`config.mk`:
```
export PLATFORM = sky130hd
export DESIGN_NAME = run_trace_monitor_flat
export DESIGN_NICKNAME = d
export VERILOG_FILES = /design/src/rtl/run_trace_monitor_if.sv /design/src/rtl/run_trace_monitor.sv /design/src/flat_wrapper.sv
export SDC_FILE = /design/constraint.sdc
export NUM_CORES = 2
export LEC_CHECK = 0
export CAP_MARGIN = 20
export CORE_MARGIN = 2
export CORE_UTILIZATION = 55
export CTS_CLUSTER_DIAMETER = 50
export DETAILED_ROUTE_END_ITERATION = 6
export PLACE_DENSITY = 0.8
export SETUP_SLACK_MARGIN = 0.05
export SYNTH_ARGS = -nofsm -noshare
export SYNTH_HDL_FRONTEND = slang
export SYNTH_SLANG_ARGS = --single-unit
```
`constraint.sdc`:
```
create_clock -name Clk -period 10.9 [get_ports Clk]
set_input_delay 2.18 -clock Clk [delete_from_list [all_inputs] [get_ports Clk]]
set_output_delay 2.18 -clock Clk [all_outputs]
set_load 0.01 [all_outputs]
```
`src/rtl/run_trace_monitor_if.sv`:
```
// Read-port bundle for run_trace_monitor.
//   master : debug side. Drives Rd_en, Rd_addr and Rd_ch, and receives Rd_data and Rd_valid.
//   slave  : monitor side. This is the mirror image of the master modport.
// Rd_addr is a logical index where 0 is the oldest trace entry.
// Rd_ch selects a channel. The value NUM_CH selects the timestamp when that feature is built in.
interface run_trace_monitor_if #(
  parameter int DATA_W = 32,
  parameter int NUM_CH = 4,
  parameter int DEPTH  = 16
);
  localparam int ADDR_W = $clog2(DEPTH);
  localparam int CH_W   = $clog2(NUM_CH + 1);

  logic              Rd_en;
  logic [ADDR_W-1:0] Rd_addr;
  logic [CH_W-1:0]   Rd_ch;
  logic [DATA_W-1:0] Rd_data;
  logic              Rd_valid;

  modport master (output Rd_en, Rd_addr, Rd_ch, input Rd_data, Rd_valid);
  modport slave  (input Rd_en, Rd_addr, Rd_ch, output Rd_data, Rd_valid);
endinterface

```
`src/rtl/run_trace_monitor.sv`:
```
// run_trace_monitor: run controller and execution-trace recorder for the datapath core.
//
// Run control:
//   - Holds the core in reset for HOLD_CYCLES after Start.
//   - Counts RUN cycles in CycleCount, which saturates.
//   - Declares halt once the PC (channel 0) has stayed unchanged for HALT_CYCLES cycles.
//
// Trace capture:
//   - Every PC change is captured with all NUM_CH channels into a DEPTH-entry circular buffer.
//   - The first RUN cycle is always captured.
//
// Ports:
//   Clk, Rst     : clock; asynchronous active-low reset.
//   Start        : begin or restart a run. Sampled in IDLE and HALT only.
//   Mon_in       : monitored channels. Channel k is at [k*DATA_W +: DATA_W]; channel 0 is the PC.
//   CoreRst      : active-high reset to the core (IDLE and HOLD).
//   Running      : high in RUN.
//   Halted       : high in HALT.
//   CycleCount   : RUN cycles since the last Start.
//   Trace_count  : number of valid entries.
//   Wrapped      : high once any entry has been overwritten.
//   rd           : read port (run_trace_monitor_if.slave). Registered, 1-cycle latency.
//
// Optional feature, macro TRACE_TIMESTAMP_EN:
//   - When defined, each entry also stores the low DATA_W bits of CycleCount, taken from the capturing cycle.
//   - Rd_ch == NUM_CH then returns that timestamp.
//   - Without the macro, Rd_ch == NUM_CH reads as 0.
module run_trace_monitor #(
  parameter int DATA_W      = 32,
  parameter int NUM_CH      = 4,
  parameter int DEPTH       = 16,
  parameter int HOLD_CYCLES = 3,
  parameter int HALT_CYCLES = 8
) (
  input  logic                     Clk,
  input  logic                     Rst,
  input  logic                     Start,
  input  logic [NUM_CH*DATA_W-1:0] Mon_in,
  output logic                     CoreRst,
  output logic                     Running,
  output logic                     Halted,
  output logic [31:0]              CycleCount,
  output logic [$clog2(DEPTH):0]   Trace_count,
  output logic                     Wrapped,
  run_trace_monitor_if.slave       rd
);

  localparam int ADDR_W   = $clog2(DEPTH);
  localparam int CNT_W    = ADDR_W + 1;
  localparam int CH_W     = $clog2(NUM_CH + 1);
  localparam int CH_IDX_W = (NUM_CH > 1) ? $clog2(NUM_CH) : 1;
  localparam int HOLD_W   = $clog2(HOLD_CYCLES + 1);
  localparam int HALT_W   = $clog2(HALT_CYCLES + 1);

  typedef enum logic [1:0] {IDLE, HOLD, RUN, HALT} state_t;

  state_t state_q, state_d;

  logic [HOLD_W-1:0] hold_cnt;
  logic [HALT_W-1:0] halt_cnt;
  logic [ADDR_W-1:0] wr_ptr;
  logic              run_seen;
  logic [DATA_W-1:0] last_pc;
  logic [DATA_W-1:0] pc;
  logic              pc_same;
  logic              capture;
  logic              halt_hit;
  logic              enter_hold;
  logic [31:0]       cyc_next;

  logic [DATA_W-1:0] mem [DEPTH][NUM_CH];
`ifdef TRACE_TIMESTAMP_EN
  logic [DATA_W-1:0] ts_mem [DEPTH];
`endif

  logic [ADDR_W-1:0] oldest;
  logic [ADDR_W-1:0] phys;
  logic              in_range;
  logic [DATA_W-1:0] rd_word_p0;

  function automatic logic [31:0] sat_inc(input logic [31:0] v);
    return (v == 32'hFFFF_FFFF) ? v : v + 32'd1;
  endfunction

  assign pc       = Mon_in[DATA_W-1:0];
  assign cyc_next = sat_inc(CycleCount);

  // Every PC change is captured, so last_pc is both the last captured PC
  // and the previous RUN cycle's PC.
  assign pc_same    = run_seen && (pc == last_pc);
  assign capture    = (state_q == RUN) && !pc_same;
  assign halt_hit   = (state_q == RUN) && pc_same && (halt_cnt == HALT_W'(HALT_CYCLES - 2));
  assign enter_hold = Start && ((state_q == IDLE) || (state_q == HALT));

  assign CoreRst = (state_q == IDLE) || (state_q == HOLD);
  assign Running = (state_q == RUN);
  assign Halted  = (state_q == HALT);

  always_ff @(posedge Clk or negedge Rst) begin
    if (!Rst) state_q <= IDLE;
    else      state_q <= state_d;
  end

  always_comb begin
    state_d = state_q;
    case (state_q)
      IDLE:    if (Start) state_d = HOLD;
      HOLD:    if (hold_cnt == HOLD_W'(1)) state_d = RUN;
      RUN:     if (halt_hit) state_d = HALT;
      HALT:    if (Start) state_d = HOLD;
      default: state_d = IDLE;
    endcase
  end

  always_ff @(posedge Clk or negedge Rst) begin
    if (!Rst) begin
      hold_cnt    <= '0;
      halt_cnt    <= '0;
      run_seen    <= 1'b0;
      CycleCount  <= '0;
      Trace_count <= '0;
      wr_ptr      <= '0;
      Wrapped     <= 1'b0;
    end else if (enter_hold) begin
      hold_cnt    <= HOLD_W'(HOLD_CYCLES);
      halt_cnt    <= '0;
      run_seen    <= 1'b0;
      CycleCount  <= '0;
      Trace_count <= '0;
      wr_ptr      <= '0;
      Wrapped     <= 1'b0;
    end else begin
      if (state_q == HOLD) hold_cnt <= hold_cnt - HOLD_W'(1);
      if (state_q == RUN) begin
        run_seen   <= 1'b1;
        CycleCount <= cyc_next;
        halt_cnt   <= pc_same ? halt_cnt + HALT_W'(1) : '0;
        if (capture) begin
          wr_ptr <= wr_ptr + ADDR_W'(1);
          if (Trace_count == CNT_W'(DEPTH)) Wrapped <= 1'b1;
          else                              Trace_count <= Trace_count + CNT_W'(1);
        end
      end
    end
  end

  // Trace storage and PC history carry no reset; run_seen masks last_pc until it is valid.
  always_ff @(posedge Clk) begin
    if (capture) begin
      for (int k = 0; k < NUM_CH; k++) mem[wr_ptr][k] <= Mon_in[k*DATA_W +: DATA_W];
`ifdef TRACE_TIMESTAMP_EN
      ts_mem[wr_ptr] <= DATA_W'(cyc_next);
`endif
    end
    if (state_q == RUN) last_pc <= pc;
  end

  // Read stage p0: map the logical index onto the ring and select the channel.
  assign oldest   = Wrapped ? wr_ptr : '0;
  assign phys     = oldest + rd.Rd_addr;
  assign in_range = {1'b0, rd.Rd_addr} < Trace_count;

  always_comb begin
    rd_word_p0 = '0;
    if (in_range) begin
      if (rd.Rd_ch < CH_W'(NUM_CH)) rd_word_p0 = mem[phys][rd.Rd_ch[CH_IDX_W-1:0]];
`ifdef TRACE_TIMESTAMP_EN
      else if (rd.Rd_ch == CH_W'(NUM_CH)) rd_word_p0 = ts_mem[phys];
`endif
    end
  end

  // Read stage p1: registered output. A read of the slot written this cycle sees the old contents.
  always_ff @(posedge Clk or negedge Rst) begin
    if (!Rst) begin
      rd.Rd_data  <= '0;
      rd.Rd_valid <= 1'b0;
    end else begin
      rd.Rd_valid <= rd.Rd_en;
      if (rd.Rd_en) rd.Rd_data <= rd_word_p0;
    end
  end

endmodule
```
`src/flat_wrapper.sv`:
```
// flat-port wrapper written by rule: the top's interface ports become plain ports
module run_trace_monitor_flat 
#(
  parameter int DATA_W      = 32,
  parameter int NUM_CH      = 4,
  parameter int DEPTH       = 16,
  parameter int HOLD_CYCLES = 3,
  parameter int HALT_CYCLES = 8
)
  (Clk, Rst, Start, Mon_in, CoreRst, Running, Halted, CycleCount, Trace_count, Wrapped, rd_Rd_en, rd_Rd_addr, rd_Rd_ch, rd_Rd_data, rd_Rd_valid);
  run_trace_monitor_if #(.DATA_W(DATA_W), .NUM_CH(NUM_CH), .DEPTH(DEPTH)) rd_i ();
  input  logic Clk;
  input  logic Rst;
  input  logic Start;
  input  logic [NUM_CH*DATA_W-1:0] Mon_in;
  output logic CoreRst;
  output logic Running;
  output logic Halted;
  output logic [31:0] CycleCount;
  output logic [$clog2(DEPTH):0] Trace_count;
  output logic Wrapped;
  input wire logic [$bits(rd_i.Rd_en)-1:0] rd_Rd_en;
  input wire logic [$bits(rd_i.Rd_addr)-1:0] rd_Rd_addr;
  input wire logic [$bits(rd_i.Rd_ch)-1:0] rd_Rd_ch;
  output wire logic [$bits(rd_i.Rd_data)-1:0] rd_Rd_data;
  output wire logic [$bits(rd_i.Rd_valid)-1:0] rd_Rd_valid;
  assign rd_i.Rd_en = rd_Rd_en;
  assign rd_i.Rd_addr = rd_Rd_addr;
  assign rd_i.Rd_ch = rd_Rd_ch;
  assign rd_Rd_data = rd_i.Rd_data;
  assign rd_Rd_valid = rd_i.Rd_valid;
  run_trace_monitor #(.DATA_W(DATA_W), .NUM_CH(NUM_CH), .DEPTH(DEPTH), .HOLD_CYCLES(HOLD_CYCLES), .HALT_CYCLES(HALT_CYCLES)) u_core (.Clk(Clk), .Rst(Rst), .Start(Start), .Mon_in(Mon_in), .CoreRst(CoreRst), .Running(Running), .Halted(Halted), .CycleCount(CycleCount), .Trace_count(Trace_count), .Wrapped(Wrapped), .rd(rd_i));
endmodule
```
Yosys cells after proc, flatten, opt, wreduce, memory -nomap -nowiden

Memory sizes are Yosys's and may differ from the RTL's.
Index checks and enable logic that the tools add are counted.

Add/sub/neg operators: 6
Multiply operators: 0
Div/mod/pow operators: 0
$lt $le $gt $ge: 3
Equality and inequality tests: 13
Shift-type cells: 0
Mux-type cells: 33
Bitwise logic cells: 1
Reductions and logical operators: 19

Operator list:

| cell                                                  | count |
|---|---|
| 2-to-1 mux 32 bit                                     | 7 |
| binary-select mux 32 bit (select 2 bit)               | 1 |
| adder 32 x 1 -> 32 bit, second input constant         | 1 |
| equality test 32 bit                                  | 1 |
| equality test 32 bit, second input constant           | 1 |
| 2-to-1 mux 4 bit                                      | 7 |
| 2-to-1 mux 5 bit                                      | 4 |
| 2-to-1 mux 2 bit                                      | 5 |
| AND reduction 3 bit                                   | 3 |
| adder 4 x 1 -> 4 bit, second input constant           | 2 |
| 2-to-1 mux 1 bit                                      | 8 |
| inequality test 2 x 1 -> 1 bit, second input constant | 4 |
| nonzero test 2 bit                                    | 4 |
| one-hot mux 2 bit (3 select lines)                    | 1 |
| adder 5 x 1 -> 5 bit, second input constant           | 1 |
| equality test 5 bit, second input constant            | 1 |
| logical AND 1 bit                                     | 5 |
| less-than comparator 4 x 5 -> 1 bit                   | 1 |
| adder 4 bit                                           | 1 |
| equality test 2 x 1 -> 1 bit, second input constant   | 2 |
| equality test 2 bit, second input constant            | 2 |
| equality test 4 x 3 -> 1 bit, second input constant   | 1 |
| AND reduction 2 bit                                   | 2 |
| >= comparator 3 bit, second input constant            | 1 |
| other kinds (8)                                       | 9 |

Flip-flop bits (word level): 116
Latch bits: 0
Memory bits (writable): 2048
Bits in read-only memories: 0
Input bits: 139
Output and inout bits: 74
Word-level logic and storage cells: 87
Memories: 1

Memories:

| name       | words | bits a word | read ports | clocked after Yosys merged registers in | write ports | line                    | text |
|---|---|---|---|---|---|---|---|
| u_core.mem | 16    | 128         | 1          | 0                                       | 1           | run_trace_monitor.sv:71 | `logic [DATA_W-1:0] mem [DEPTH][NUM_CH];` |

Longest topological paths before layout

An unclocked memory read counts as a cell.

Depth after elaboration: 8
Mapped depth: 13
Mapped depth without buffers: 9

Worst setup path before layout

No wires, ideal clock.

Path kind: input port to flip-flop
Start: input Mon_in[10]
End: memory u_core.mem[3][0] in the netlist's numbering (enable)
Setup time: 0.773 ns
Arrival: 11.775 ns
Data required time: 10.127 ns
Slack: -1.648 ns
Cell stages on the path: 7
Buffers on the path: 1
Path through: xor2_1 -> nor4_1 -> nand4_1 -> o31a_1 -> buf_1 -> nand2_1 -> nor3_1

Longest elaborated chain between the ends: 6

RTL lines:

| element                                | line                     | text |
|---|---|---|
| start: declaration                     | flat_wrapper.sv:15       | `input logic [NUM_CH*DATA_W-1:0] Mon_in;` |
| equality test 32 bit                   | run_trace_monitor.sv:90  | `assign pc_same = run_seen && (pc == last_pc);` |
| logical AND 1 bit                      | run_trace_monitor.sv:90  |  |
| logical NOT 1 bit                      | run_trace_monitor.sv:91  | `assign capture = (state_q == RUN) && !pc_same;` |
| logical AND 1 bit                      | run_trace_monitor.sv:91  |  |
| 2-to-1 mux 1 bit                       | run_trace_monitor.sv:149 | `if (capture) begin` |
| 2-to-1 mux 1 bit (not written as such) | run_trace_monitor.sv:150 | `for (int k = 0; k < NUM_CH; k++) mem[wr_ptr][k] <= Mon_in[k*DATA_W +: DATA_W];` |
| end: declaration                       | run_trace_monitor.sv:71  |  |

No other way between the ends.

Worst setup path in the final report

Start: input rd_Rd_addr[0]
End: register u_core.rd.Rd_data[19]

Longest elaborated chain between the ends: 7
Elaborated cells between the ends (all ways): 8
Classes of those cells: 1 x add/sub; 1 x order compare; 5 x mux; 1 x memory

RTL lines:

| element                                              | line                       | text |
|---|---|---|
| start: declaration                                   | flat_wrapper.sv:23         | `input wire logic [$bits(rd_i.Rd_addr)-1:0] rd_Rd_addr;` |
| adder 4 bit                                          | run_trace_monitor.sv:160   | `assign phys = oldest + rd.Rd_addr;` |
| memory read (16 x 128 bit)                           | -                          |  |
| binary-select mux 32 bit (select 2 bit)              | run_trace_monitor.sv:166   | `if (rd.Rd_ch < CH_W'(NUM_CH)) rd_word_p0 = mem[phys][rd.Rd_ch[CH_IDX_W-1:0]];` |
| 2-to-1 mux 32 bit (not written as such) (2 in a row) | run_trace_monitor.sv:166   |  |
| 2-to-1 mux 32 bit                                    | run_trace_monitor.sv:166   |  |
| 2-to-1 mux 32 bit (*)                                | run_trace_monitor.sv:165   | `if (in_range) begin` |
| end signal: assignment                               | run_trace_monitor.sv:180   | `if (rd.Rd_en) rd.Rd_data <= rd_word_p0;` |
| end: declaration                                     | run_trace_monitor_if.sv:21 | `modport slave (input Rd_en, Rd_addr, Rd_ch, output Rd_data, Rd_valid);` |

Mark *: on every way between the ends. The rest lies on a longest branch, timed or not. The select of a mux whose other input is x is not followed.
A chain may end at the register's enable or synchronous reset.

==> flow_metrics.tcl <==
set metrics [dict create \
    status "finished, final reports clean" \
    place.gp.congestion 0.786 \
    ant_nets 0 \
    viasPerCell 6.72 \
    crit_chain "clkdlybuf4s50_1, ha_4, fa_4, buf_12, buf_4, mux4_2, mux2i_1, nand2_1, a32oi_1, o221ai_1" \
    clock-root-buffer "clkbuf_16" \
    worstMarginPinSlew_ns 1.27 \
    hold_class "reg2reg" \
    cts_tree "done" \
    grt_pass1_vias 42900 \
    cts_max_level 4 \
    maxClockFrequency_mhz 143 \
    stdcell_count 6280 \
    cts_hold_buffers 0 \
    setup_viol 0 \
    layout-drive-gt1-share_pct 22.0 \
    cts_setup_buffers 0 \
    drtIter0Drc 5646 \
    crit_path_max_incr_delay_ns 1.27 \
    cp-start-kind "primary input" \
    synth_area_leader_cell "edfxtp_1" \
    max_slew_margin_pct 15.5 \
    fp.dieW_um 395 \
    multi_input_area_um2 18400 \
    rsz0062_at_grt "false" \
    fill_cells 9716 \
    hold_violations 0 \
    synth_edf_count 2080 \
    hpwlAfterDp_mm 112 \
    die_h_um 395 \
    syn_area_um2 83900 \
    yosysUniqueCellTypes 64 \
    numCtsBuffers 205 \
    cap_violations 0 \
    async_flop_share_pct 3.88 \
    wl_mm 217 \
    arrival_ns 7.65 \
    synth_top_area_share_pct 74.4 \
    final_cell_mix "edfxtp_1 (2080), mux4_2 (504), mux2i_1 (284)" \
    groute.usage.overall_pct 27.9 \
    period_needed_ns 6.98 \
    vias 42200 \
    die_area_um2 156000 \
    rows 143 \
    synthTopCellsByArea "edfxtp_1 (74%), mux4_2 (14%), mux2i_1 (3.4%)" \
    power_density_nw_per_um2 233 \
    dpl_cell_area_um2 88800 \
    critPathCaptureType "flip-flop" \
    path_class "in2reg" \
    routedWlPerCell_um 34.6 \
    area.sequential_um2 64600 \
    antenna_found_initial 44 \
    grt_max_degree 115 \
    critPathSlowestCell "fa_4" \
    place_inst 5882 \
    finalNetCount 4221 \
    start_util_pct 55.3 \
    finalCritPeriodShare_pct 64.1 \
    coreArea_um2 152000 \
    avgSynthCellArea_um2 22.4 \
    yosysSeqAreaShare_pct 76.9 \
    io_pins 213 \
    worstPathRequired_ns 11.57 \
    fin_util_pct 62.9 \
    fin_setup_tns_ns 0 \
    ys_warn_count 0 \
    ctsResizeCount 0 \
    maxSlewViolCount 0 \
    clk_path_buf_depth 3 \
    io_buffers 212 \
    grt_pass1_wl_mm 310 \
    drc 0 \
    syn_to_final_growth_pct 13.8 \
    clk_pin_slew_ns 0.06 \
    clkSinkCount 2164 \
    grt_overflow 0 \
    final_common_cell "edfxtp_1" \
    first_pass_iters 7 \
    worst_clock_skew_ns 0.0544 \
    synth_fp_nets 3915 \
    ys_seq_elements 2164 \
    synthCells 3754 \
    p_leak_nw 31.1 \
    crit_fanout 98 \
    final_area_um2 95500 \
    synth_ff_type "edfxtp_1" \
    irDropWorstVdd_mv 0.202 \
    clkLatencyLatePin_ns 0.86 \
]
cells by family (layout without fill, tap and decap cells):
family                   Yosys count  count (layout)  share of synthesized area [%]
XOR/XNOR                          62              62                          0.656
buffers and inverters            242             724                           1.35
AND/OR/NAND/NOR                  242             242                           1.43
other                              0              14                              0
AO/OA/AOI/OAI                    216             216                           1.96
multiplexers                     806             806                           17.3
flip-flops                      2164            2164                           76.9
adder cells (fa/ha/maj)           22              22                          0.337
power breakdown:
part	internal, mW	leakage [nW]	total [mW]	switching (mW)
registers	9.21	20.0	9.38	0.166
clock network	3.91	3.24	7.01	3.10
logic	2.76	7.81	5.83	3.08
total	15.9	31.1	22.2	6.34
cells in the mapped netlist, types with 42 or more instances:
master and number:
o221ai_1 60, mux4_2 504, o22ai_1 61, xor2_1 42, nand2_1 89, mux2i_1 284
buf_2 133, inv_1 45, dfrtp_1 84, nor2_1 42, clkbuf_1 50, edfxtp_1 2080
metrics by stage:
| stage | hold slack (ns) | power, mW | setup WS [ns] |
|---|---|---|---|
| finish | 0.535 | 22.2 | 3.92 |
| global route | 0.571 | 22.9 | 3.51 |
| CTS | 0.545 | 22.3 | 3.82 |
| detailed placement | 0.528 | 15.3 | 2.97 |
| global placement | 0.487 | 15.2 | 3.07 |
| floorplan | 0.466 | 13.6 | 1.81 |
final cells by class:
class / count / area share [%]
Clock inverter: 102 / 1.07
Multi-Input combinational cell: 1348 / 19.3
Clock buffer: 281 / 5.90
Antenna cell: 14 / 0.0367
Tap cell: 2030 / 2.66
Timing Repair Buffer: 296 / 3.20
Sequential cell: 2164 / 67.6
Inverter: 45 / 0.177
metal layers:
layer | part of all wire, % | vias up | routed length (µm) | global-route usage, %
li1 | - | 16500 | - | -
met1 | 35 | 22100 | 75000 | 35.8
met2 | 49 | 2985 | 106000 | 44.7
met3 | 12 | 556 | 26100 | 8.28
met4 | 4.3 | 52 | 9310 | 12.0
met5 | 0.14 | - | 311 | 0
sequential cells by signal (all words and copies together) (netlist names):
| name | flops |
|---|---|
| u_core.halt_cnt | 4 |
| u_core.rd.Rd_valid | 1 |
| u_core.rd.Rd_data | 32 |
| u_core.state_q | 2 |
| u_core.Wrapped | 1 |
| u_core.Trace_count | 5 |
| u_core.CycleCount | 32 |
| u_core.run_seen | 1 |
| u_core.mem | 2048 |
| u_core.hold_cnt | 2 |
| u_core.wr_ptr | 4 |
| u_core.last_pc | 32 |
worst max-delay path, delay by kind of cell:
family	cells	cell delay (ns)
buffers and inverters	3	1.89
adder cells (fa/ha/maj)	2	1.48
AO/OA/AOI/OAI	2	1.07
multiplexers	2	0.81
AND/OR/NAND/NOR	1	0.09
worst paths after layout:
check | start | endpoint | slack (ns) | cells past startpoint
setup / recovery | rd_Rd_addr[0] | u_core.rd.Rd_data[19]$_DFFE_PN0P_ | 3.92 | 10
hold / removal | u_core.hold_cnt[0]$_DFFE_PN0P_ | u_core.hold_cnt[0]$_DFFE_PN0P_ | 0.53 | 2
setup reg to reg | u_core.wr_ptr[0]$_DFFE_PN0P_ | u_core.rd.Rd_data[19]$_DFFE_PN0P_ | 5.12 | 10
hold reg to reg | u_core.hold_cnt[0]$_DFFE_PN0P_ | u_core.hold_cnt[0]$_DFFE_PN0P_ | 0.53 | 2
max in group asynchronous | Rst | u_core.rd.Rd_data[13]$_DFFE_PN0P_ | 8.01 | 2
min in group asynchronous | Rst | u_core.CycleCount[18]$_DFFE_PN0P_ | 1.49 | 1
Power figures use the tool's default switching activity.
